**src/rtl/raybox_sprite_pkg.sv**
```systemverilog
// Shared definitions for the sprite memory path.
// Contents: sprite address width, texel width helper, host FSM state
// type and the per-cycle grant encoding used by sprite_mem_ctrl.
package raybox_sprite_pkg;

    localparam int SPRITE_ADDR_BITS = 12;

    // Texel is three colour channels of channel_bits each.
    function automatic int texel_bits(input int channel_bits);
        return channel_bits * 3;
    endfunction

    typedef enum logic {
        H_IDLE = 1'b0,
        H_ACK  = 1'b1
    } host_state_t;

    typedef enum logic [1:0] {
        G_NONE = 2'd0,
        G_REND = 2'd1,
        G_HOST = 2'd2
    } grant_t;

endpackage

```
**src/rtl/sprite_mem_ctrl.sv**
```systemverilog
// Arbiter/controller sharing one single-port sprite RAM between the
// renderer (priority reads) and a host port (writes, optional reads).
// A starvation counter forces a host slot after STARVE_LIMIT consecutive
// denied host cycles.
// Ports:
//   clk, reset                  - clock, asynchronous active-high reset
//   r_req/r_col/r_row           - renderer texel request
//   r_gnt                       - renderer access issued this cycle (comb)
//   r_valid/r_data              - renderer texel, one cycle after r_gnt
//   h_req/h_we/h_addr/h_wdata   - host request, held until h_ack
//   h_ack/h_rdata               - host completion pulse / read data
//   mem_en/mem_we/mem_addr/mem_wdata/mem_rdata - sprite RAM port
// Build option: define SPRITE_HOST_READ_EN to let host reads access the
// RAM and return data; otherwise host reads are acked with zero data and
// never touch the RAM.
module sprite_mem_ctrl
    import raybox_sprite_pkg::*;
#(
    parameter int CHANNEL_BITS = 2,
    parameter int STARVE_LIMIT = 8
) (
    input  logic                                 clk,
    input  logic                                 reset,
    input  logic                                 r_req,
    input  logic [5:0]                           r_col,
    input  logic [5:0]                           r_row,
    output logic                                 r_gnt,
    output logic                                 r_valid,
    output logic [texel_bits(CHANNEL_BITS)-1:0]  r_data,
    input  logic                                 h_req,
    input  logic                                 h_we,
    input  logic [SPRITE_ADDR_BITS-1:0]          h_addr,
    input  logic [texel_bits(CHANNEL_BITS)-1:0]  h_wdata,
    output logic                                 h_ack,
    output logic [texel_bits(CHANNEL_BITS)-1:0]  h_rdata,
    output logic                                 mem_en,
    output logic                                 mem_we,
    output logic [SPRITE_ADDR_BITS-1:0]          mem_addr,
    output logic [texel_bits(CHANNEL_BITS)-1:0]  mem_wdata,
    input  logic [texel_bits(CHANNEL_BITS)-1:0]  mem_rdata
);

    localparam logic [7:0] LIMIT = 8'(STARVE_LIMIT);

    host_state_t h_state;
    logic [7:0]  starve;
    logic        h_idle;
    logic        force_host;
    logic        hg;
    logic        rg;
    grant_t      grant;

    // Host is only eligible in H_IDLE, so a request held across its own
    // ack cycle cannot be issued twice.
    always_comb begin
        h_idle     = (h_state == H_IDLE);
        force_host = h_req && h_idle && (starve == LIMIT);
        hg         = force_host || (h_req && h_idle && !r_req);
        rg         = r_req && !force_host;
        grant      = G_NONE;
        if (rg) begin
            grant = G_REND;
        end else if (hg) begin
            grant = G_HOST;
        end
    end

    assign r_gnt = rg;

    always_comb begin
        mem_en    = 1'b0;
        mem_we    = 1'b0;
        mem_addr  = '0;
        mem_wdata = '0;
        case (grant)
            G_REND: begin
                mem_en   = 1'b1;
                mem_addr = {r_col, r_row};
            end
            G_HOST: begin
`ifdef SPRITE_HOST_READ_EN
                mem_en    = 1'b1;
                mem_we    = h_we;
                mem_addr  = h_addr;
                mem_wdata = h_wdata;
`else
                // Reads still consume the slot and get acked, but the RAM
                // is left idle.
                if (h_we) begin
                    mem_en    = 1'b1;
                    mem_we    = 1'b1;
                    mem_addr  = h_addr;
                    mem_wdata = h_wdata;
                end
`endif
            end
            default: ;
        endcase
    end

`ifdef SPRITE_HOST_READ_EN
    logic h_read_reg;   // the access being acked was a read

    always_ff @(posedge clk or posedge reset) begin
        if (reset) begin
            h_read_reg <= 1'b0;
        end else begin
            h_read_reg <= hg && !h_we;
        end
    end

    assign h_rdata = (h_ack && h_read_reg) ? mem_rdata : '0;
`else
    assign h_rdata = '0;
`endif

    assign r_data = r_valid ? mem_rdata : '0;

    always_ff @(posedge clk or posedge reset) begin
        if (reset) begin
            h_state <= H_IDLE;
            starve  <= '0;
            r_valid <= 1'b0;
            h_ack   <= 1'b0;
        end else begin
            r_valid <= rg;
            h_ack   <= hg;
            case (h_state)
                H_IDLE:  if (hg) h_state <= H_ACK;
                H_ACK:   h_state <= H_IDLE;
                default: h_state <= H_IDLE;
            endcase
            if (hg) begin
                starve <= '0;
            end else if (h_req && h_idle && (starve != LIMIT)) begin
                starve <= starve + 8'd1;
            end
        end
    end

endmodule

```
**config.mk**
```make
export PLATFORM = sky130hd
export DESIGN_NAME = sprite_mem_ctrl
export DESIGN_NICKNAME = d
export VERILOG_FILES = /design/src/rtl/raybox_sprite_pkg.sv /design/src/rtl/sprite_mem_ctrl.sv
export SDC_FILE = /design/constraint.sdc
export NUM_CORES = 1
export LEC_CHECK = 0
export ABC_AREA = 1
export CAP_MARGIN = 0
export CORE_MARGIN = 5
export CORE_UTILIZATION = 33
export DETAILED_ROUTE_END_ITERATION = 12
export GPL_TIMING_DRIVEN = 0
export PLACE_DENSITY = 0.8
export SYNTH_ARGS = -nofsm -noshare
export SYNTH_HDL_FRONTEND = slang
export SYNTH_SLANG_ARGS = --single-unit
```
**constraint.sdc**
```tcl
create_clock -name clk -period 2 [get_ports clk]
set_clock_uncertainty 0.05 [all_clocks]
set_input_delay 0.4 -clock clk [delete_from_list [all_inputs] [get_ports clk]]
set_output_delay 0.4 -clock clk [all_outputs]
set_load 0.02 [all_outputs]
```
==> out/qor.txt, run 1 <==
==============================================================================
Top cell type by total area after synthesis ..................... sky130_fd_sc_hd__dfrtp_1
Critical Path Max Stage Delay ...................................      0.40 ns
Starting Density ................................................        35.1%
Result of the run ............................................... finished with violations
Antenna cells ...................................................            0
Depth of the CTS H-tree .........................................            1
CTS tree ........................................................         done
Antenna violations before repair ................................            0
Synthesis-stage register bit count ..............................           11
Max-capacitance violation count .................................            0
Most area-consuming cells after synthesis ....................... sky130_fd_sc_hd__dfrtp_1, sky130_fd_sc_hd__nand2_1, sky130_fd_sc_hd__inv_1
Critical-path cell list ......................................... inv_2 -> ha_4 -> nand2_2 -> nor2_4 -> nand3_4 -> nand2_4 -> buf_12 -> nand2_8 -> nor2_4 -> buf_6
Quantity of hold-fixing buffers added after cts .................            0
Vias per cell ...................................................         4.54
Final TNS setup .................................................     -3.79 ns
CP Capture Type .................................................   output pin
Horizontal die dimension ........................................      64.6 um
Via Count .......................................................         1263
Number of buffers added by the clock tree synthesis step ........            3
Post-synthesis instance total ...................................          155
Vertical die dimension ..........................................      64.6 um
Critical Path Start Type ........................................    flip-flop
Total length of routed wires ....................................      3400 um
Setup repair after global routing missed its margin .............         true
Port Buffer Count ...............................................           69
Worst setup slack after layout ..................................    -0.223 ns
Area growth, synth to finish ....................................         106%
Final non-filler cell total .....................................          278
Leakage power ...................................................      1.04 nW
Clk_lat worst skew ..............................................      0.27 ns
Master cell of the clock root buffer ............................ sky130_fd_sc_hd__clkbuf_4
Data arrival time of the critical path ..........................      1.77 ns
Post-placement setup slack ......................................    -0.907 ns
Path type of the worst setup path ............................... flip-flop to output pin
Violated checks ................................................. setup timing
Number of rows in the core area .................................           19
Peak supply drop ................................................       233 uV
Sinks on Clock Net ..............................................           11
Worst path buffer plus inverter count ...........................            3
Final setup violation count .....................................           21
Drt initial violations ..........................................           28
Top delay family on crit path ................................... simple AND/OR/NAND/NOR gates
Sequential share of the synthesized area ........................        28.0%
CP max FO .......................................................            8
Wire length of the first global-routing pass ....................      5050 um
Total instance count after detailed placement ...................          260
Syn_area_per_cell ...............................................   6.35 sq um
Average wire per cell in the routed design ......................      12.2 um
Cell area after technology mapping ..............................    985 sq um
Type of the worst min-delay path ................................ input port to async pin
Filler cell count in the final layout ...........................          203
Warnings, synthesis .............................................            0
Final cell utilization of the core ..............................        72.4%
Longest Clk Path Bufs ...........................................            2
Number of nets at the end of the flow ...........................          291
Cell seen most often among critical-path stages ................. sky130_fd_sc_hd__nor2_4
Clock period minus final worst setup slack ......................      2.22 ns
Total iterations of the first detailed-routing run ..............            4
Global placer's final weighted congestion .......................        0.817
Total GRT Usage .................................................        15.0%
Vias in the first global route ..................................         1204
CTS clock-pin slew for the worst setup and hold paths ...........      0.08 ns
Post-synthesis cell type count ..................................           22
HPWL after DPL ..................................................      2360 um
Number of remaining DRC errors ..................................            0
Remaining antenna violation count ...............................            0
Top-level port count ............................................           76
Total gr overflow ...............................................            0
Required time reported for the critical path endpoint ...........      1.55 ns
Slew Limit Fails ................................................            0
Layout cells sized above 1 ......................................        36.4%
Area share of the largest cell type after synthesis .............        28.0%
Floorplan die area .............................................. 0.00418 sq mm
Final Hold Vio Count ............................................            0
Crit share post-route ...........................................         111%
Core Region ..................................................... 0.00281 sq mm
Tightest hold margin ............................................     0.374 ns
Power per unit of standard cell area ............................  416 mW/mm^2
Pin count of the biggest net entering global routing ............           12
Maximum achievable frequency ....................................      450 MHz
Standard cell with the maximum stage delay on the critical path . sky130_fd_sc_hd__dfrtp_1
==============================================================================
==> worst paths after layout <==
| kind | startpoint | endpoint | slack (ns) | depth (start not counted) |
|---|---|---|---|---|
| worst max-delay path | starve[0]$_DFFE_PP0P_ | mem_wdata[2] | -0.22 | 10 |
| worst min-delay path | reset | starve[1]$_DFFE_PP0P_ | 0.37 | 2 |
| worst max register to register | starve[0]$_DFFE_PP0P_ | starve[7]$_DFFE_PP0P_ | 0.46 | 11 |
| worst min register to register | starve[7]$_DFFE_PP0P_ | starve[7]$_DFFE_PP0P_ | 0.47 | 2 |
| max in group asynchronous | reset | h_ack$_DFF_PP0_ | 1.22 | 2 |
| min in group clk | starve[7]$_DFFE_PP0P_ | starve[7]$_DFFE_PP0P_ | 0.47 | 2 |
==> worst register-to-register path, delay by kind of cell, from the launching register on <==
kind	cells	cell delay [ns]
AND/OR/NAND/NOR	7	0.57
flip-flops	1	0.40
adder cells (fa/ha/maj)	1	0.12
buffers and inverters	3	0.32
==> layer usage <==
layer / wire, um / global-route usage [%]
met2: 1710 / 26.8
met4: 25 / 4.75
met5: 0 / 0
met3: 510 / 8.12
met1: 1150 / 14.8
==> per-stage QoR <==
step / area [sq um] / power, mW
after CTS: 1830 / 0.768
final: 2030 / 0.845
after global placement: 1730 / 0.592
after floorplan: 1000 / 0.432
after detailed placement: 1730 / 0.596
after global routing: 2030 / 0.898
==> cell usage after synthesis <==
master,instances
sky130_fd_sc_hd__or2_4,1
sky130_fd_sc_hd__inv_1,21
sky130_fd_sc_hd__inv_2,2
sky130_fd_sc_hd__nand2_1,63
sky130_fd_sc_hd__nand4_1,2
sky130_fd_sc_hd__dfrtp_1,11
sky130_fd_sc_hd__nor2_1,13
sky130_fd_sc_hd__nor2_4,1
sky130_fd_sc_hd__buf_6,2
sky130_fd_sc_hd__nand3_2,1
sky130_fd_sc_hd__nand2_4,1
sky130_fd_sc_hd__conb_1,1
sky130_fd_sc_hd__nor3b_1,2
sky130_fd_sc_hd__buf_4,6
sky130_fd_sc_hd__buf_12,1
sky130_fd_sc_hd__o21bai_1,1
sky130_fd_sc_hd__ha_1,2
sky130_fd_sc_hd__nand2_8,1
sky130_fd_sc_hd__nor2_2,6
sky130_fd_sc_hd__nand3_1,15
sky130_fd_sc_hd__xor2_1,1
sky130_fd_sc_hd__clkbuf_1,1
==> flip-flops by register name, summed over array words and instances, names as in the netlist <==
signal   cells
h_ack        1
h_state      1
r_valid      1
starve       8
==> power by group <==
| part | switching [mW] | internal, mW | total (mW) |
|---|---|---|---|
| Sequential | 0.0197 | 0.242 | 0.261 |
| Clock | 0.0774 | 0.0771 | 0.155 |
| Combinational | 0.204 | 0.225 | 0.429 |
| Total | 0.301 | 0.544 | 0.845 |
==> cells in the final DEF (no fill, tap or decap) <==
cell,instances
sky130_fd_sc_hd__nand2_8,1
sky130_fd_sc_hd__nand2_4,3
sky130_fd_sc_hd__inv_2,4
sky130_fd_sc_hd__or2_4,1
sky130_fd_sc_hd__nand3_2,1
sky130_fd_sc_hd__inv_6,1
sky130_fd_sc_hd__buf_8,1
sky130_fd_sc_hd__nand2_2,20
sky130_fd_sc_hd__nor2_1,11
sky130_fd_sc_hd__conb_1,6
sky130_fd_sc_hd__nand2_1,41
sky130_fd_sc_hd__clkbuf_4,3
sky130_fd_sc_hd__ha_1,1
sky130_fd_sc_hd__buf_6,23
sky130_fd_sc_hd__inv_1,18
sky130_fd_sc_hd__clkbuf_1,1
sky130_fd_sc_hd__dfrtp_1,11
sky130_fd_sc_hd__nand3_4,1
sky130_fd_sc_hd__dlygate4sd2_1,7
sky130_fd_sc_hd__o21bai_1,1
sky130_fd_sc_hd__nor3b_1,2
sky130_fd_sc_hd__ha_4,1
sky130_fd_sc_hd__nor2_4,9
sky130_fd_sc_hd__nand3_1,14
sky130_fd_sc_hd__nand4_1,2
sky130_fd_sc_hd__clkbuf_2,1
sky130_fd_sc_hd__xor2_1,1
sky130_fd_sc_hd__clkdlybuf4s50_1,41
sky130_fd_sc_hd__buf_12,1
sky130_fd_sc_hd__buf_4,19
==> what timing repair did <==
item	4_1_cts	5_1_grt
pin swaps	4	19
setup endpoints to repair	27	21
buffers inserted	9	4
gates resized for setup	125	55
cloned	0	1
==> area by class of cell <==
class | count | area, sq um | share of cell area (%)
buffer | 10 | 96.3 | 4.74
clock buffer | 4 | 26.3 | 1.29
multi-input combinational | 116 | 686 | 33.8
inverter | 23 | 91.3 | 4.50
sequential | 11 | 275 | 13.6
timing repair buffer | 83 | 817 | 40.2
tap | 31 | 38.8 | 1.91
==> cells by family (layout without fill, tap and decap cells) <==
kind of cell,count (synthesis),after routing,share of synthesized area (%)
adders and majority gates,2,2,2.54
buffers and inverters,33,120,18.0
xor gates and xnor gates,1,1,0.890
and+or+nand+nor,106,106,49.4
DFF,11,11,28.0
AOI/OAI and AO/OA,1,1,0.763
other,1,6,0.381
Power figures use the tool's default switching activity.
==> inputs of run 2 (changes only) <==
==> constraint.sdc (replaced) <==
create_clock -name clk -period 2 [get_ports clk]
set_clock_uncertainty 0.05 [all_clocks]
set_input_delay 0.2 -clock clk [delete_from_list [all_inputs] [get_ports clk]]
set_output_delay 0.2 -clock clk [all_outputs]
set_load 0.02 [all_outputs]
==> run 2 against run 1 <==
  * The flow now finishes without violations
  * Total power down 4.4%
  * First-iteration DRC count up 29%
  * Non-clock buffer count unchanged
  * Wire length down 3.6%
  * Final cell count unchanged
  * Critical path type unchanged
  * Critical endpoint is now mem_addr[9]
  * Largest power group unchanged
  * Highest routed layer unchanged
==> out/qor.txt, run 2 (synthesis results as in run 1) <==
==================================================================================
Longest Clk Path Bufs ...............................................            2   unchanged
HPWL after DPL ......................................................      2360 um   unchanged
Slew Limit Fails ....................................................            0   unchanged
Final Hold Vio Count ................................................            0   unchanged
Sinks on Clock Net ..................................................           11   unchanged
Remaining antenna violation count ...................................            0   unchanged
Number of cells on the critical path ................................           11   +1
Number of remaining DRC errors ......................................            0   unchanged
Power share of the combinational group ..............................        49.0%   -1.8 points
Area growth, synth to finish ........................................        95.3%
Standard cell with the maximum stage delay on the critical path ..... sky130_fd_sc_hd__dfrtp_1
Total length of routed wires ........................................      3280 um   -3.6%
Total gr overflow ...................................................            0   unchanged
Drt initial violations ..............................................           36   +29%
Core Region ......................................................... 0.00281 sq mm   unchanged
Internal power ......................................................       532 uW   -2.1%
Most common cell after layout, fill and taps aside .................. sky130_fd_sc_hd__nand2_1
Port Buffer Count ...................................................           69   unchanged
Wire length of the first global-routing pass ........................      4830 um   -4.4%
Average wire per cell in the routed design ..........................      11.8 um   -3.6%
Final cell area excluding filler cells .............................. 0.00192 sq mm   -5.3%
Setup repair after global routing missed its margin .................         true
Filler cell count in the final layout ...............................          242   +19%
Cell seen most often among critical-path stages ..................... sky130_fd_sc_hd__nand2_1
Vertical die dimension ..............................................      64.6 um   unchanged
Seq pwr share .......................................................        32.3%   +1.3 points
Commonest cells after routing, fill and taps aside .................. sky130_fd_sc_hd__nand2_1, sky130_fd_sc_hd__clkdlybuf4s50_1, sky130_fd_sc_hd__buf_4
Layout cells sized above 1 ..........................................        29.1%   -7.3 points
Final non-filler cell total .........................................          278   unchanged
CTS tree ............................................................         done
Number of rows in the core area .....................................           19   unchanged
Launch point of the worst reg-to-reg path ........................... starve[0]$_DFFE_PP0P_
Horizontal die dimension ............................................      64.6 um   unchanged
Total power after layout ............................................       807 uW   -4.4%
Top-level port count ................................................           76   unchanged
Type of the worst min-delay path .................................... input port to async pin
Antenna violations before repair ....................................            0   unchanged
Critical-path cell list ............................................. inv_2 -> ha_4 -> nand2_1 -> nor2_1 -> nand3_2 -> nand2_2 -> inv_4 -> buf_6 -> nand2_1 -> nand2_1 -> buf_6
Top delay family on crit path ....................................... simple AND/OR/NAND/NOR gates
Origin of the worst setup path ...................................... starve[0]$_DFFE_PP0P_
Final cell utilization of the core ..................................        68.6%   -3.8 points
Master cell of the clock root buffer ................................ sky130_fd_sc_hd__clkbuf_4
Required time reported for the critical path endpoint ...............      1.75 ns   +0.20 ns
Length in cells of the worst reg-to-reg path ........................           11   unchanged
Global placer's final weighted congestion ...........................        0.817   unchanged
Result of the run ................................................... complete, no violations
Maximum achievable frequency ........................................      501 MHz   +11%
Switching power .....................................................       275 uW   -8.6%
Data arrival time of the critical path ..............................      1.75 ns   -0.02 ns
Max-capacitance violation count .....................................            0   unchanged
Reg-to-reg endpoint ................................................. starve[7]$_DFFE_PP0P_
Net Sw Frac .........................................................        34.1%   -1.6 points
Worst path buffer plus inverter count ...............................            4   +1
Final setup violation count .........................................            0   -100%
Path type of the worst setup path ................................... flip-flop to output pin
Crit share post-route ...............................................        99.8%   -11 points
Number of nets at the end of the flow ...............................          291   unchanged
Depth of the CTS H-tree .............................................            1   unchanged
Critical Path Max Stage Delay .......................................      0.40 ns   about the same
CTS clock-pin slew for the worst setup and hold paths ...............      0.07 ns   about the same
Vias in the first global route ......................................         1168   -3.0%
Vias per cell .......................................................         4.47   -1.5%
Starting Density ....................................................        35.1%   unchanged
Total iterations of the first detailed-routing run ..................            4   unchanged
Quantity of hold-fixing buffers added after cts .....................            0   unchanged
Flip-flop count of the largest register, all copies and words added .            8   unchanged
Via Count ...........................................................         1244   -1.5%
Pin count of the biggest net entering global routing ................           12   unchanged
Number of buffers added by the clock tree synthesis step ............            3   unchanged
Clock period minus final worst setup slack ..........................      2.00 ns   -0.226 ns
Clock network fraction of design power ..............................        18.6%   +0.3 points
Final TNS setup .....................................................         0 ns   +3.79 ns
Peak supply drop ....................................................       210 uV   -10%
Clk_lat worst skew ..................................................      0.26 ns   about the same
Setup crit end ......................................................  mem_addr[9]
Antenna cells .......................................................            0   unchanged
Placed Instance Area ................................................ 0.00173 sq mm   unchanged
Flop-to-flop setup slack ............................................      0.42 ns   -0.04 ns
Power per unit of standard cell area ................................  420 mW/mm^2   +0.92%
CP Capture Type .....................................................   output pin
CP max FO ...........................................................            6   -2
Leakage power .......................................................      1.01 nW   -3.1%
Total GRT Usage .....................................................        14.0%   -0.94 points
Total instance count after detailed placement .......................          260   unchanged
Register containing the most flip-flops in the final layout .........       starve
Floorplan die area .................................................. 0.00418 sq mm   unchanged
Critical Path Start Type ............................................    flip-flop
==================================================================================
run 2: worst min-delay path by stage:
stage | cells past startpoint | end | slack (ns)
finish | 2 | starve[1]$_DFFE_PP0P_ | 0.19
global route | 2 | starve[6]$_DFFE_PP0P_ | 0.22
CTS | 2 | starve[1]$_DFFE_PP0P_ | 0.20
detailed placement | 2 | starve[7]$_DFFE_PP0P_ | 0.46
global placement | 2 | starve[7]$_DFFE_PP0P_ | 0.45
floorplan | 1 | h_ack$_DFF_PP0_ | 0.002
run 2: repair_timing:
item                                    in CTS  in global routing
setup buffers                                6                  6
resized for setup                           90                 49
gates cloned                                 0                  2
pin swaps                                    3                 10
endpoints found under the setup margin      21                 21
run 2: area by class of cell:
type	instances	area (sq um)	share of cell area, %
timing repair buffer	83	802	41.7
sequential	11	275	14.3
multi-input combinational	116	601	31.2
buffer	10	91.3	4.75
inverter	23	88.8	4.62
tap	31	38.8	2.02
clock buffer	4	26.3	1.37
run 2: per-layer routing:
metal,part of all wire (%),track usage (%)
met1,33,14.1
met2,51,25.9
met3,15,6.91
met4,1.6,3.17
met5,0,0
run 2: power groups by stage:
stage	clock (mW)	combinational, mW	sequential, mW
floorplan	0	0.167	0.265
global placement	0	0.326	0.267
detailed placement	0	0.328	0.268
CTS	0.153	0.332	0.259
global route	0.166	0.431	0.264
finish	0.151	0.396	0.261
run 2: metrics by stage:
step	worst slack, ns	hold WS (ns)
6_report	0.00319	0.186
5_1_grt	-0.114	0.225
4_1_cts	-0.00319	0.196
3_5_place_dp	-0.507	0.461
3_3_place_gp	-0.482	0.448
2_1_floorplan	0.391	0.00244
